<file path="src/rtl/output_ctrl.sv">
// 2-to-1 output controller: two 4-phase input ports with one-entry buffers merged onto one 4-phase output.
// Define OUTPUT_CTRL_RR_EN for round-robin arbitration; otherwise port 1 has fixed priority.
module output_ctrl #(
    parameter int WIDTH_packet = 14
) (
    input  logic                    clk,
    input  logic                    rst_n,
    input  logic                    in1_req,
    input  logic [WIDTH_packet-1:0] in1_data,
    output logic                    in1_ack,
    input  logic                    in2_req,
    input  logic [WIDTH_packet-1:0] in2_data,
    output logic                    in2_ack,
    output logic                    out_req,
    output logic [WIDTH_packet-1:0] out_data,
    input  logic                    out_ack
);

    typedef enum logic [1:0] {
        IDLE,
        REQ,
        RET
    } state_t;

    state_t                  state_q, state_d;
    logic [WIDTH_packet-1:0] buf1_q, buf1_d;
    logic [WIDTH_packet-1:0] buf2_q, buf2_d;
    logic                    v1_q, v1_d;
    logic                    v2_q, v2_d;
    logic                    ack1_q, ack1_d;
    logic                    ack2_q, ack2_d;
    logic                    out_req_q, out_req_d;
    logic [WIDTH_packet-1:0] out_data_q, out_data_d;
    logic                    prefer1;
    logic                    grant1;
`ifdef OUTPUT_CTRL_RR_EN
    logic                    last_grant_q, last_grant_d;
`endif

    always_comb begin
        state_d    = state_q;
        buf1_d     = buf1_q;
        buf2_d     = buf2_q;
        v1_d       = v1_q;
        v2_d       = v2_q;
        ack1_d     = ack1_q;
        ack2_d     = ack2_q;
        out_req_d  = out_req_q;
        out_data_d = out_data_q;
`ifdef OUTPUT_CTRL_RR_EN
        last_grant_d = last_grant_q;
        prefer1      = last_grant_q;
`else
        prefer1      = 1'b1;
`endif
        grant1 = v1_q && (!v2_q || prefer1);

        // Captures only look at pre-edge valid bits, so a buffer freed this edge refills next edge.
        if (in1_req && !ack1_q && !v1_q) begin
            buf1_d = in1_data;
            v1_d   = 1'b1;
            ack1_d = 1'b1;
        end else if (!in1_req && ack1_q) begin
            ack1_d = 1'b0;
        end

        if (in2_req && !ack2_q && !v2_q) begin
            buf2_d = in2_data;
            v2_d   = 1'b1;
            ack2_d = 1'b1;
        end else if (!in2_req && ack2_q) begin
            ack2_d = 1'b0;
        end

        case (state_q)
            IDLE: begin
                if (v1_q || v2_q) begin
                    if (grant1) begin
                        out_data_d = buf1_q;
                        v1_d       = 1'b0;
                    end else begin
                        out_data_d = buf2_q;
                        v2_d       = 1'b0;
                    end
`ifdef OUTPUT_CTRL_RR_EN
                    last_grant_d = !grant1;
`endif
                    out_req_d = 1'b1;
                    state_d   = REQ;
                end
            end
            REQ: begin
                if (out_ack) begin
                    out_req_d = 1'b0;
                    state_d   = RET;
                end
            end
            RET: begin
                if (!out_ack) begin
                    state_d = IDLE;
                end
            end
            default: begin
                state_d = IDLE;
            end
        endcase
    end

    // last_grant resets to port 2 so that port 1 wins the first tie.
    always_ff @(posedge clk or negedge rst_n) begin
        if (!rst_n) begin
            state_q    <= IDLE;
            buf1_q     <= '0;
            buf2_q     <= '0;
            v1_q       <= 1'b0;
            v2_q       <= 1'b0;
            ack1_q     <= 1'b0;
            ack2_q     <= 1'b0;
            out_req_q  <= 1'b0;
            out_data_q <= '0;
`ifdef OUTPUT_CTRL_RR_EN
            last_grant_q <= 1'b1;
`endif
        end else begin
            state_q    <= state_d;
            buf1_q     <= buf1_d;
            buf2_q     <= buf2_d;
            v1_q       <= v1_d;
            v2_q       <= v2_d;
            ack1_q     <= ack1_d;
            ack2_q     <= ack2_d;
            out_req_q  <= out_req_d;
            out_data_q <= out_data_d;
`ifdef OUTPUT_CTRL_RR_EN
            last_grant_q <= last_grant_d;
`endif
        end
    end

    assign in1_ack  = ack1_q;
    assign in2_ack  = ack2_q;
    assign out_req  = out_req_q;
    assign out_data = out_data_q;

endmodule
</file>
<file path="config.mk">
export PLATFORM = sky130hd
export DESIGN_NAME = output_ctrl
export DESIGN_NICKNAME = d
export VERILOG_FILES = /design/src/rtl/output_ctrl.sv
export SDC_FILE = /design/constraint.sdc
export NUM_CORES = 1
export LEC_CHECK = 0
export ABC_CLOCK_PERIOD_IN_PS = 1500
export CORE_UTILIZATION = 30
export CTS_BUF_LIST = sky130_fd_sc_hd__clkbuf_16
export CTS_CLUSTER_SIZE = 20
export DETAILED_ROUTE_END_ITERATION = 10
export PLACE_DENSITY = 0.63
export SLEW_MARGIN = 20
export SYNTH_ARGS = -nofsm -noshare
export SYNTH_HDL_FRONTEND = slang
export SYNTH_SLANG_ARGS = --single-unit
</file>
<file path="constraint.sdc">
create_clock -name clk -period 1.5 [get_ports clk]
set_input_delay 0.3 -clock clk [delete_from_list [all_inputs] [get_ports clk]]
set_output_delay 0.3 -clock clk [all_outputs]
set_load 0.01 [all_outputs]
</file>
==> impl_metrics.ini <==
[detailed_routing]
wirelength_mm = 3.81
wl_per_cell_um = 13.9
routed_via_density = 4.55
drtIter0Drc = 31
vias = 1247
route.detailed.drc = 0
first_pass_iters = 4
postRouteAntennaNets = 0

[timing]
whs_ns = -0.0159
rsz0062_at_grt = false
period_needed_ns = 1.47
skew_ns = 0.00453
drv_slew = 0
fmax_ghz = 0.680
fin_tns_setup_ns = 0
hold_viol_final = 11
setup_viol = 0
post-route-period-util_pct = 98.1
slew_headroom_pct = 81.9
tightest_slew_ns = 0.271

[final_layout]
regArea_sq_um = 1230
multi_input_area_sq_um = 803
fillers = 633
finish.utilization_pct = 43.1
antennaDiodeCount = 0
nets = 226
design_area_sq_um = 2910
area_growth_pct = 39.2
layout-drive-gt1-share_pct = 42.3

[global_routing]
grt_pass1_wl_mm = 6.44
grt_max_degree = 50
grt.met2_usage_pct = 17.7
use_met1_pct = 15.3
grt_util_met3_pct = 3.66
first_global_vias = 1367
overflow = 0
antenna_found_initial = 0
grt_busiest_layer = met2
gr-usage-all-layers_pct = 11.4

[floorplanning]
rows = 30
die_h_um = 85.5
start_util_pct = 31.0
io_pins = 50
core_area_sq_um = 6760
die_area_sq_um = 7320
die_w_um = 85.5

[placed_design]
dp_hpwl_mm = 2.68
port_buffers = 49
dpl_cell_area_sq_um = 2750
gp_congestion = 0.681

[synth]
synth_top_cell_by_area = dfrtp_1
synthCells = 128
ys_seq_area_share_pct = 58.6
synthArstFlopShare_pct = 100
synthFlopType = dfrtp_1
synth.avg_cell_area_sq_um = 16.4
synth_edf_count = 0
synthTopCellsByCount = 49 x dfrtp_1, 48 x mux2_2, 8 x mux2_4
synth_area_leaders = dfrtp_1 59%, mux2_2 26%, mux2_4 5.7%
synth_top_area_share_pct = 58.6
syn_nets = 161
synth.most_common_cell = dfrtp_1
synthesis.area_sq_um = 2090
ys_ff_latch = 49
ys_warn_count = 0
ys_types = 21

[outcome]
status = finished, violations left
violations = hold timing

[setup_path]
critPathLaunchType = flip-flop
crit_buf_inv = 1
end_kind = primary output
path_max_fanout = 2
crit_chain = clkdlybuf4s50_1
crit_path_top_delay_cell = clkdlybuf4s50_1
cp.required_ns = 1.20
crit_arrival_ns = 1.17
path_class = reg -> out
slowest_delay_ns = 0.54
cpLargestDelayFamily = buffers and inverters

[power]
power.total_uw = 6070
peakVddDrop_mv = 0.947
p_leak_uw = 0.00132
power_density_nw_per_um2 = 2080

[clock_tree]
cts_buffer_depth = 2
path_clk_slew_ns = 0.06
clkLatencyLatePin_ns = 0.28
cts_root_buf = clkbuf_16
numCtsBuffers = 5
numClockSinks = 49
htreeDepth = 2
cts_hold_buf = 0
cts_tree = yes

[job]
cap_viol_max_count = 0

[min_path]
hp-class = in -> async
state kept, by name, summed over array words and instances (netlist names):
signal and cells:
buf1_q 14, buf2_q 14, out_data 14, state_q 2
grant1 1, in1_ack 1, in2_ack 1, out_req 1
v2_q 1
area by class of cell:
class                      count  share of cell area (%)
sequential                    49                    42.1
multi-input combinational     72                    27.6
timing repair buffer          63                    21.9
clock buffer                   5                    4.30
tap                           80                    3.44
clock inverter                 3                   0.430
inverter                       2                   0.258
report_power, final:
part	total, uW	switching (uW)	internal (uW)
sequential	2360	363	2000
combinational	2650	893	1760
clock	1060	453	603
total	6070	1710	4360
kinds of logic after synthesis:
kind of cell	share of synthesized area [%]
XOR/XNOR	0.418
AND/OR/NAND/NOR	4.72
multiplexers	31.6
buffers and inverters	3.05
AO/OA/AOI/OAI	1.67
flip-flops	58.6
cell usage in the layout, fill, tap and decap left out, types with 2 or more instances in the layout:
| cell | n |
|---|---|
| a21boi_0 | 2 |
| buf_12 | 2 |
| buf_4 | 12 |
| clkbuf_16 | 5 |
| clkdlybuf4s50_1 | 36 |
| clkinv_1 | 2 |
| dfrtp_1 | 49 |
| dlygate4sd2_1 | 2 |
| dlymetal6s2s_1 | 10 |
| inv_1 | 2 |
| mux2_2 | 48 |
| mux2_4 | 8 |
| nand2b_1 | 2 |
per-stage QoR:
step	setup WS (ns)	instances	hold slack, ns
after global routing	0.00198	274	0.0112
final	0.0285	274	-0.0159
after floorplan	0.0625	128	0.00441
after CTS	0.00320	274	0.00896
after global placement	-0.155	265	0.313
after detailed placement	-0.168	265	0.308
what timing repair did:
action,CTS,global route
gates resized for setup,2,10
buffers inserted,1,0
setup endpoints to repair,3,10
per-layer routing:
metal / vias to the layer above / wire length, um
met5: - / 0
met4: 0 / 38
met3: 4 / 191
met2: 33 / 1770
met1: 624 / 1810
li1: 586 / -
worst paths after layout:
path | start | cells past startpoint | slack [ns] | endpoint
worst max register to register | grant1 | 4 | 0.10 | buf1_q[0]
worst min register to register | out_req | 1 | 0.50 | out_req
min in group clk | out_req | 1 | 0.50 | out_req
worst max-delay path | out_data[10] | 1 | 0.03 | out_data[10]
worst min-delay path | rst_n | 2 | -0.02 | out_data[5]
max in group asynchronous | rst_n | 2 | 1.27 | buf2_q[9]
No activity file was read; power rests on OpenSTA's default activity.
